<file path="src/rtl/isa_io_write_decoder.sv">
// rtl/isa_io_write_decoder.sv - ISA I/O write decoder: synchronises the bus, decodes a window, emits one-hot load strobes
module isa_io_write_decoder #(
    parameter int BASE_ADDR  = 'h220,
    parameter int ADDR_WIDTH = 10,
    parameter int DATA_WIDTH = 8,
    parameter int NUM_REGS   = 16,
    parameter int MIN_LOW    = 2
) (
    input  logic                        clk,
    input  logic                        reset,
    input  logic [ADDR_WIDTH-1:0]       sa,
    input  logic [DATA_WIDTH-1:0]       sd,
    input  logic                        iow_n,
    input  logic                        aen,
    output logic [DATA_WIDTH-1:0]       wr_data,
    output logic [NUM_REGS-1:0]         load,
    output logic [$clog2(NUM_REGS)-1:0] wr_index,
    output logic                        reject,
    input  logic                        clr_reject
);
    localparam int IDX_W = $clog2(NUM_REGS);
    localparam int CNT_W = $clog2(MIN_LOW + 1);
    localparam logic [ADDR_WIDTH-1:0] BASE_A  = ADDR_WIDTH'(BASE_ADDR);
    localparam logic [CNT_W-1:0]      MIN_CNT = CNT_W'(MIN_LOW);

    typedef enum logic [1:0] {IDLE, ACTIVE, COMMIT} state_t;

    logic                  iow_m_q, iow_s_q, aen_m_q, aen_s_q;
    logic [ADDR_WIDTH-1:0] sa_m_q, sa_s_q;
    logic [DATA_WIDTH-1:0] sd_m_q, sd_s_q;

    state_t                state_q, state_d;
    logic [CNT_W-1:0]      cnt_q, cnt_d;
    logic [IDX_W-1:0]      idx_q, idx_d;
    logic [DATA_WIDTH-1:0] dat_q, dat_d;
    logic [NUM_REGS-1:0]   load_q, load_d;
    logic [DATA_WIDTH-1:0] wr_data_q, wr_data_d;
    logic [IDX_W-1:0]      wr_index_q, wr_index_d;
    logic                  reject_q, reject_d;

    logic [ADDR_WIDTH-1:0] offset;
    logic                  hit;
    logic [IDX_W-1:0]      sa_idx;

    // Modulo subtraction makes a window at the top of the space wrap naturally.
    assign offset = sa_s_q - BASE_A;
    assign hit    = (offset[ADDR_WIDTH-1:IDX_W] == '0);
    assign sa_idx = sa_s_q[IDX_W-1:0];

    always_comb begin
        state_d    = state_q;
        cnt_d      = cnt_q;
        idx_d      = idx_q;
        dat_d      = dat_q;
        load_d     = '0;
        wr_data_d  = wr_data_q;
        wr_index_d = wr_index_q;
        reject_d   = clr_reject ? 1'b0 : reject_q;
        case (state_q)
            IDLE: begin
                if (!iow_s_q && !aen_s_q && hit) begin
                    state_d = ACTIVE;
                    cnt_d   = CNT_W'(1);
                    idx_d   = sa_idx;
                    dat_d   = sd_s_q;
                end
            end
            ACTIVE: begin
                if (aen_s_q) begin
                    reject_d = 1'b1;
                    state_d  = IDLE;
                end else if (!iow_s_q) begin
                    idx_d = sa_idx;
                    dat_d = sd_s_q;
                    if (cnt_q < MIN_CNT) cnt_d = cnt_q + CNT_W'(1);
                end else if (cnt_q >= MIN_CNT) begin
                    state_d       = COMMIT;
                    load_d[idx_q] = 1'b1;
                    wr_data_d     = dat_q;
                    wr_index_d    = idx_q;
                end else begin
                    reject_d = 1'b1;
                    state_d  = IDLE;
                end
            end
            COMMIT:  state_d = IDLE;
            default: state_d = IDLE;
        endcase
    end

    always_ff @(posedge clk or negedge reset) begin
        if (!reset) begin
            iow_m_q    <= 1'b1;
            iow_s_q    <= 1'b1;
            aen_m_q    <= 1'b1;
            aen_s_q    <= 1'b1;
            sa_m_q     <= '0;
            sa_s_q     <= '0;
            sd_m_q     <= '0;
            sd_s_q     <= '0;
            state_q    <= IDLE;
            cnt_q      <= '0;
            idx_q      <= '0;
            dat_q      <= '0;
            load_q     <= '0;
            wr_data_q  <= '0;
            wr_index_q <= '0;
            reject_q   <= 1'b0;
        end else begin
            iow_m_q    <= iow_n;
            iow_s_q    <= iow_m_q;
            aen_m_q    <= aen;
            aen_s_q    <= aen_m_q;
            sa_m_q     <= sa;
            sa_s_q     <= sa_m_q;
            sd_m_q     <= sd;
            sd_s_q     <= sd_m_q;
            state_q    <= state_d;
            cnt_q      <= cnt_d;
            idx_q      <= idx_d;
            dat_q      <= dat_d;
            load_q     <= load_d;
            wr_data_q  <= wr_data_d;
            wr_index_q <= wr_index_d;
            reject_q   <= reject_d;
        end
    end

    assign wr_data  = wr_data_q;
    assign load     = load_q;
    assign wr_index = wr_index_q;
    assign reject   = reject_q;
endmodule

</file>
<file path="config.mk">
export PLATFORM = sky130hd
export DESIGN_NAME = isa_io_write_decoder
export DESIGN_NICKNAME = d
export VERILOG_FILES = /design/src/rtl/isa_io_write_decoder.sv
export SDC_FILE = /design/constraint.sdc
export NUM_CORES = 1
export LEC_CHECK = 0
export CAP_MARGIN = 20
export CORE_MARGIN = 1
export CORE_UTILIZATION = 46
export DETAILED_ROUTE_END_ITERATION = 10
export GPL_ROUTABILITY_DRIVEN = 0
export HOLD_SLACK_MARGIN = 0.08
export PLACE_DENSITY_LB_ADDON = 0.15
export SLEW_MARGIN = 40
export SYNTH_ARGS = -nofsm -noshare
export SYNTH_HDL_FRONTEND = slang
export SYNTH_SLANG_ARGS = --single-unit
</file>
<file path="constraint.sdc">
create_clock -name clk -period 1.7 [get_ports clk]
set_clock_uncertainty 0.1 [all_clocks]
set_input_delay 0.34 -clock clk [delete_from_list [all_inputs] [get_ports clk]]
set_output_delay 0.34 -clock clk [all_outputs]
set_load 0.02 [all_outputs]
</file>
== Word-level counts from Yosys, hierarchy flattened ==
Index checks and enable logic that the tools add are counted.

* Muxes and demuxes: 28
* $add $sub $neg: 2
* Eq/ne operators: 6
* Reduce and logical (&&, ||, !) cells: 12
* Multipliers: 0
* Order comparisons: 4
* Div/mod/pow operators: 0
* Shifts and indexed selects: 0
* Bitwise operators: 1

{| class="wikitable"
|+ Operators by type and width
! kind !! count
|-
| $mux W16 || 4
|-
| $mux W8 || 3
|-
| $pmux W8 S2 || 1
|-
| $mux W2 || 7
|-
| $mux W4 || 3
|-
| $sub A10 B10 Y10 const B || 1
|-
| $ne A2 B2 Y1 const B || 4
|-
| $pmux W2 S2 || 2
|-
| $pmux W4 S2 || 1
|-
| $reduce_and A4 Y1 || 2
|-
| $logic_not A6 Y1 || 1
|-
| $mux W1 || 6
|-
| $lt A4 B5 Y1 const B || 1
|-
| $reduce_and A5 Y1 || 1
|-
| $demux W1 S4 || 1
|-
| $ge A4 B1 Y1 const B || 1
|-
| $logic_and A1 B1 Y1 || 3
|-
| $ne A3 B3 Y1 const B || 1
|-
| $add A2 B1 Y2 const B || 1
|-
| $eq A2 B1 Y1 const B || 1
|-
| $ge A2 B2 Y1 const B || 1
|-
| $logic_not A1 Y1 || 2
|-
| $logic_not A2 Y1 || 1
|-
| $lt A2 B2 Y1 const B || 1
|-
| 3 further kinds || 3
|}

* RAM bits: 0
* Register bits: 85
* Memories: 0
* ROM bits: 0
* Latch bits: 0
* Output and inout bits: 29
* Logic and storage cells: 69

== Logic depth before layout (Yosys ltp) ==
Gate-level depths: netlist of run 1.

* Depth in word-level cells: 8
* Mapped depth: 7

== Worst setup path after synthesis of run 1 ==
OpenSTA, ideal clock, no wires.

* Path kind: register -> register
* Start: reg cnt_q[1]
* End: reg load_q[10], in the netlist load[10]
* Data arrival time: 1,533 ps
* Path buffers: 2
* Clock period less this slack: 1,768 ps
* Data required time: 1,464 ps
* Stages on the path, launching flop included: 7
* Path slack: -68 ps
* Cell sequence: dfrtp_1 ha_1 nor2_1 nand4b_1 clkbuf_1 clkbuf_1 nor3_1

* Word-level cells in the longest chain between the ends: 5

{| class="wikitable"
|+ RTL lines
! element !! RTL line !! source
|-
| from (decl) || 33 || <nowiki>logic [CNT_W-1:0] cnt_q, cnt_d;</nowiki>
|-
| from (signal assigned) || 119 || <nowiki>cnt_q <= cnt_d;</nowiki>
|-
| $ge A2 B2 Y1 || 76 || <nowiki>end else if (cnt_q >= MIN_CNT) begin</nowiki>
|-
| $mux W16 || 76 ||
|-
| $mux W16 || 72 || <nowiki>end else if (!iow_s_q) begin</nowiki>
|-
| $mux W16 || 69 || <nowiki>if (aen_s_q) begin</nowiki>
|-
| $mux W16 || 59 || <nowiki>case (state_q)</nowiki>
|-
| named net load_d[10] || 36 || <nowiki>logic [NUM_REGS-1:0] load_q, load_d;</nowiki>
|-
| to (signal assigned) || 122 || <nowiki>load_q <= load_d;</nowiki>
|-
| to (decl) || 36 ||
|}

The timed path passes the listed nets, and every way through them passes these cells.
A chain may end at the register's enable or synchronous reset.

== Final worst setup path of run 1 ==
* Start: reg cnt_q[1]
* End: reg wr_index_q[0], in the netlist wr_index[0]

* Word-level cells in the longest chain between the ends: 2

{| class="wikitable"
|+ RTL lines
! element !! RTL line !! source
|-
| $ge A2 B2 Y1 || 76 ||
|-
| $reduce_and A4 Y1 (no line) || n/a ||
|-
| to (signal assigned) || 124 || <nowiki>wr_index_q <= wr_index_d;</nowiki>
|-
| to (decl) || 38 || <nowiki>logic [IDX_W-1:0] wr_index_q, wr_index_d;</nowiki>
|}

Every way passes these cells.

==> results of run 1 <==
metal layers:
layer	track usage	vias to the layer above	part of all wire
met5	0	-	0
met4	0.07143	0	0.020
met3	0.07273	9	0.044
met2	0.2364	58	0.48
met1	0.2370	807	0.46
li1	-	789	-
cells by family after synthesis:
logic type | share of synthesized area
AND/OR/NAND/NOR | 0.09031
flip-flops | 0.7507
AO/OA/AOI/OAI | 0.05110
multiplexers | 0.05110
buffers and inverters | 0.04493
adder cells (fa/ha/maj) | 0.008809
XOR/XNOR | 0.003084
worst max-delay path: stages (launching register included):
cell	delay, ns
dfrtp_1	0.41
buf_4	0.17
nor2_4	0.11
nand4b_1	0.16
buf_6	0.15
clkbuf_16	0.15
mux2_2	0.32
cell type report:
class                      instances  area [um2]  share of cell area
inverter                          18       67.56             0.01744
clock buffer                      12       145.1             0.03746
clock inverter                     4       47.55             0.01227
tap                               75       93.84             0.02422
sequential                        85        2132              0.5502
timing repair buffer              66       679.4              0.1753
multi-input combinational         80       709.4              0.1831
repair_timing:
action                     CTS  global route
cloned                       0             2
resized for setup           30            23
setup buffers                0             3
pin swaps                    1             2
hold endpoints to repair    81             0
setup endpoints to repair   35            27
hold buffers                 1             0
through the flow:
stage	instances	TNS [ns]
2_1_floorplan	196	0
3_3_place_gp	318	0
3_5_place_dp	318	-0.01056
4_1_cts	335	-0.009624
5_1_grt	340	-0.1718
6_report	340	0
worst max path at each step:
stage | from | endpoint | slack [ns] | cells past startpoint
finish | cnt_q[1] | wr_index[0] | 0.01 | 6
global route | sa_s_q[5] | dat_q[5] | -0.02 | 6
CTS | cnt_q[0] | wr_data[5] | -0.004 | 6
detailed placement | aen_s_q | cnt_q[1] | -0.01 | 3
global placement | aen_s_q | cnt_q[1] | 0.007 | 3
floorplan | state_q[1] | dat_q[3] | 0.007 | 5
cells in the final DEF, fill, tap and decap left out, types with 2 or more instances in the layout:
master,count
buf_12,4
buf_4,7
buf_6,2
clkbuf_1,2
clkbuf_16,2
clkbuf_8,10
clkdlybuf4s50_1,21
clkinv_2,2
dfrtp_1,81
dfstp_2,4
dlygate4sd2_1,29
inv_1,17
mux2_2,12
nand2_1,15
nand2b_1,4
nor2_1,4
nor3_1,9
nor4_1,6
o32ai_1,2
o32ai_2,11
sequential cells by signal, summed over array words and instances, names as in the netlist:
register and flops:
aen_m_q 1, aen_s_q 1, cnt_q 2, dat_q 8
idx_q 4, iow_m_q 1, iow_s_q 1, load 16
reject 1, sa_m_q 10, sa_s_q 10, sd_m_q 8
sd_s_q 8, state_q 2, wr_data 8, wr_index 4
power breakdown:
group	internal, mW	switching, mW
logic	0.138	0.131
registers	2.11	0.0674
clock network	0.715	0.665
total	2.97	0.864
==> metrics.yaml, run 1 <==
status:
  outcome: "completed"
critical_path:
  r2r-end: "wr_index[0]"
  critical_path_class: "flop to flop"
  crit_path_start_kind: "flop"
  crit_path_end_kind: "flop"
  rr_worst_depth: 6
  reg2reg_from: "cnt_q[1]"
  required_ns: 1.83
  reg2reg_slack_ns: 0.01
  critical_path_peak_fanout: 6
  worstPathArrival_ns: 1.82
floorplanning:
  die_w_um: 80.58
  ioPinCount: 52
  row_count: 28
  coreArea_um2: 5921
  die_area_um2: 6492
  die_h_um: 80.58
  start_util: 0.4797
drt:
  dr_total_vias: 1663
  drc_errors: 0
  wl_per_cell_um: 14.91
  via_per_inst: 4.891
  wl_um: 5070
  drtAntennaViolNets: 0
  drt_iter0_markers: 144
  drtPass1Iterations: 4
clock_network:
  cts.path.max_buffers: 2
  numCtsBuffers: 9
  cts_tree: "done"
  clkLatencyLatePin_ns: 0.35
  htree_levels: 3
  clkSinkCount: 85
  clkTransAtPathRegs_ns: 0.08
  cts_root_buf: "clkbuf_8"
power_and_ir_drop:
  leakage_nw: 1.903
  ir_drop_uv: 600.5
  finalPower_mw: 3.831
  power_density_nw_per_um2: 988.7
global_routing:
  track_usage: 0.1716
  grt_pass1_wl_um: 7914
  grt_remaining_overflow: 0
  grt_max_degree: 86
  grt_pass1_vias: 1607
  antenna_found_initial: 0
synthesis:
  synth_common_cells: "dfrtp_1 (81), inv_1 (18), nand2_1 (16)"
  avgSynthCellArea_um2: 14.49
  synth-edff-count: 0
  syn-num-nets: 221
  seq_area_frac_synth: 0.7507
  synth_ff_type: "dfrtp_1"
  ys_types: 27
  syn-cell-area_um2: 2840
  synth_seq_cells: 85
  syn_inst: 196
  async_flop_share: 1.000
  synthDominantCellAreaShare: 0.7137
  yosys_warnings: 0
  synth_top_cell_by_area: "dfrtp_1"
  ys_top_cells_by_area: "dfrtp_1 (71%), mux2_2 (4.8%), o32ai_1 (4.0%), dfstp_2 (3.7%), inv_1 (2.4%)"
  synth.most_common_cell: "dfrtp_1"
worst_hold_path:
  hold_end: "sa_s_q[7]"
  holdCritStartpoint: "sa_m_q[7]"
  hold_depth: 0
  hp-class: "flop to flop"
layout:
  drive_gt1_frac: 0.2491
  n_fill_cell: 437
  diodes: 0
  area_delta_synth_final_pct: 36.43
  fin_nets: 285
  fin_util: 0.6545
  postLayoutCellArea_um2: 3875
sta:
  tightest_slew_ns: 0.4232
  layout_setup_ws_ns: 0.01360
  relSlewSlack: 0.7179
  hold_viol_final: 0
  slew_violations: 0
  hold_slack_ns: 0.2445
  setup_violations: 0
  max_freq_mhz: 593.0
  rsz0062_at_grt: "yes"
  finalCriticalPeriod_ns: 1.686
  finalCritPeriodShare: 0.9920
placed_design:
  dpl-instance-area_um2: 3500
  port_buffers: 51
  post-place-ws_ns: -0.01056
  dp_hpwl_um: 2910
flow_run:
  maxCapViolations: 0
Note: power is estimated with default switching activity, not from simulation.
==> inputs of run 2 (changes only) <==
--- a/config.mk
+++ b/config.mk
@@ -5,6 +5,7 @@
 export SDC_FILE = /design/constraint.sdc
 export NUM_CORES = 1
 export LEC_CHECK = 0
+export ABC_AREA = 1
 export CAP_MARGIN = 20
 export CORE_MARGIN = 1
 export CORE_UTILIZATION = 46
==> constraint.sdc (replaced) <==
create_clock -name clk -period 1.7 [get_ports clk]
set_clock_uncertainty 0.1 [all_clocks]
set_input_delay 0.425 -clock clk [delete_from_list [all_inputs] [get_ports clk]]
set_output_delay 0.425 -clock clk [all_outputs]
set_load 0.02 [all_outputs]
==> metrics.yaml, run 2 <==
drt:
  drt_iter0_markers: 88  # -39%
  wl_per_cell_um: 12.07  # -19%
  drtPass1Iterations: 4  # unchanged
  dr_total_vias: 1797  # +8.1%
  drtAntennaViolNets: 0  # unchanged
  wl_um: 4708  # -7.1%
  via_per_inst: 4.608  # -5.8%
  drc_errors: 0  # unchanged
sta:
  finalCritPeriodShare: 0.9451  # -0.04691
  finalCriticalPeriod_ns: 1.607  # -0.07975 ns
  tightest_slew_ns: 0.4051  # -0.01806 ns
  hold_viol_final: 0  # unchanged
  rsz0062_at_grt: "no"
  max_freq_mhz: 622.4  # +5.0%
  relSlewSlack: 0.7299  # +0.01204
  setup_violations: 0  # unchanged
  fin_tns_setup_ns: 0  # unchanged
  slew_violations: 0  # unchanged
worst_hold_path:
  hp-class: "flop to flop"
critical_path:
  cp_cell_sequence: "dlygate4sd2_1"
  path_delay_family: "flip-flops"
  crit_path_end_kind: "output pin"
  critical_path_class: "flop to output pin"
  cp_slowest_cell: "dfrtp_1"
  critical_path_peak_fanout: 2  # -4
  max_stage_delay_ns: 0.41  # about the same
  required_ns: 1.17  # -0.66 ns
  cp.buffers_inverters: 1  # -2
  worstPathArrival_ns: 1.08  # -0.74 ns
  crit_path_start_kind: "flop"
global_routing:
  grt_pass1_wl_um: 7886  # -0.35%
  grt_max_degree: 34  # -60%
  grt_remaining_overflow: 0  # unchanged
  track_usage: 0.1684  # -0.003252
  antenna_found_initial: 0  # unchanged
  grt_pass1_vias: 1717  # +6.8%
layout:
  multi_input_area_um2: 639.4  # -9.9%
  postLayoutCellArea_um2: 3725  # -3.9%
  area_delta_synth_final_pct: 27.77
  diodes: 0  # unchanged
  fin_nets: 335  # +18%
  mostFrequentLayoutCell: "dfrtp_1"
  layout.cells.most_common_list: "dfrtp_1 (81), nand2_1 (72), dlygate4sd2_1 (29)"
  drive_gt1_frac: 0.1365  # -0.1125
  n_fill_cell: 511  # +17%
  largest_register_ffs: 16  # unchanged
  seqCellArea_um2: 2132  # unchanged
clock_network:
  htree_levels: 3  # unchanged
  cts_tree: "done"
  clkLatencyLatePin_ns: 0.34  # about the same
  numCtsBuffers: 9  # unchanged
  clkTransAtPathRegs_ns: 0.08  # about the same
  clkSinkCount: 85  # unchanged
  cts_root_buf: "clkbuf_8"
  postCtsSetupBuffers: 0  # unchanged
  cts.path.max_buffers: 2  # unchanged
floorplanning:
  die_area_um2: 6660  # +2.6%
  start_util: 0.4838  # +0.004091
  row_count: 28  # unchanged
  ioPinCount: 52  # unchanged
  die_h_um: 81.61  # +1.3%
  die_w_um: 81.61  # +1.3%
  coreArea_um2: 6026  # +1.8%
synthesis:
  synthSimpleGateAreaFrac: 0.2021  # +0.1118
  synthDominantCellAreaShare: 0.6953  # -0.01838
  synth.most_common_cell: "dfrtp_1"
  syn_inst: 247  # +26%
  seq_area_frac_synth: 0.7313  # -0.01933
  async_flop_share: 1.000  # unchanged
  synth-edff-count: 0  # unchanged
  synth_seq_cells: 85  # unchanged
  ys_top_cells_by_area: "dfrtp_1 (70%), nand2_1 (9.3%), dfstp_2 (3.6%), nor2_1 (3.5%), nand3_1 (2.9%)"
  synth_fa_ha_area_frac: 0.008584  # -0.0002269
  syn-cell-area_um2: 2915  # +2.6%
  synth_compound_gate_area_share: 0.006867  # -0.04423
  synth_xor_area_frac: 0  # -0.003084
  synth_mux_area_frac: 0  # -0.05110
  synth_common_cells: "dfrtp_1 (81), nand2_1 (72), nor2_1 (27)"
  synth_ff_type: "dfrtp_1"
  syn-num-nets: 272  # +23%
  synth_top_cell_by_area: "dfrtp_1"
  ys_types: 23  # -15%
  avgSynthCellArea_um2: 11.80  # -19%
  yosys_warnings: 0  # unchanged
  synth_top_family_by_area: "simple AND/OR/NAND/NOR gates"
power_and_ir_drop:
  ir_drop_uv: 576.9  # -3.9%
  leakage_nw: 1.963  # +3.1%
  power_density_nw_per_um2: 1054  # +6.6%
placed_design:
  dpl-instance-area_um2: 3518  # +0.54%
  dp_hpwl_um: 3281  # +13%
  port_buffers: 51  # unchanged
flow_run:
  maxCapViolations: 0  # unchanged
status:
  outcome: "completed"
run 2: path summary, 6_finish.rpt:
kind / startpoint / end / slack (ns) / cells after the start
min: sa_m_q[3] / sa_s_q[3] / 0.25 / 0
max in group asynchronous: reset / idx_q[0] / 0.56 / 3
min reg2reg: sa_m_q[3] / sa_s_q[3] / 0.25 / 0
max reg2reg: sa_s_q[5] / idx_q[2] / 0.16 / 10
min in group asynchronous: reset / reject / 0.44 / 2
max: wr_data[4] / wr_data[4] / 0.09 / 1
run 2: what timing repair did:
| action | CTS | global route |
|---|---|---|
| endpoints found under the hold margin | 24 | 0 |
| setup endpoints to repair | 29 | 7 |
| resized for setup | 29 | 2 |
| hold buffers | 1 | 0 |
run 2: kinds of logic after synthesis:
kind of cell    count (synthesis)
compound gates                  4
simple gates                  132
fa+ha+maj                       2
buf+inv                        24
flops                          85
run 2: final cells by class:
class,count,share of cell area
flip-flops and latches,85,0.5724
inverters,18,0.01814
well taps,75,0.02519
repair buffers,58,0.1525
multi-input cells,138,0.1716
clock inverters,6,0.02318
clock buffers,10,0.03695
run 2: per-stage QoR:
stage / util / setup slack, ns / power (mW) / instances / hold slack (ns)
after CTS: 0.6167 / 0.07487 / 3.979 / 390 / 0.2550
after global routing: 0.6181 / 0.0003053 / 4.119 / 390 / 0.2613
after detailed placement: 0.5839 / 0.1264 / 2.427 / 373 / 0.2356
after global placement: 0.5839 / 0.1714 / 2.417 / 373 / 0.2321
after floorplan: - / 0.2528 / 2.305 / 247 / 0.02941
final: 0.6181 / 0.09335 / 3.925 / 390 / 0.2529
run 2: power by group:
group	internal (mW)	switching [mW]	leakage, nW	total (mW)
Sequential	2.12	0.0586	1.08	2.18
Combinational	0.0974	0.111	0.767	0.208
Clock	0.864	0.677	0.112	1.54
run 2: metal layers:
| metal | vias up | global-route usage | share of wire |
|---|---|---|---|
| li1 | 889 | - | - |
| met1 | 859 | 0.2217 | 0.46 |
| met2 | 41 | 0.2483 | 0.47 |
| met3 | 8 | 0.06111 | 0.044 |
| met4 | 0 | 0.08070 | 0.018 |
| met5 | - | 0 | 0 |
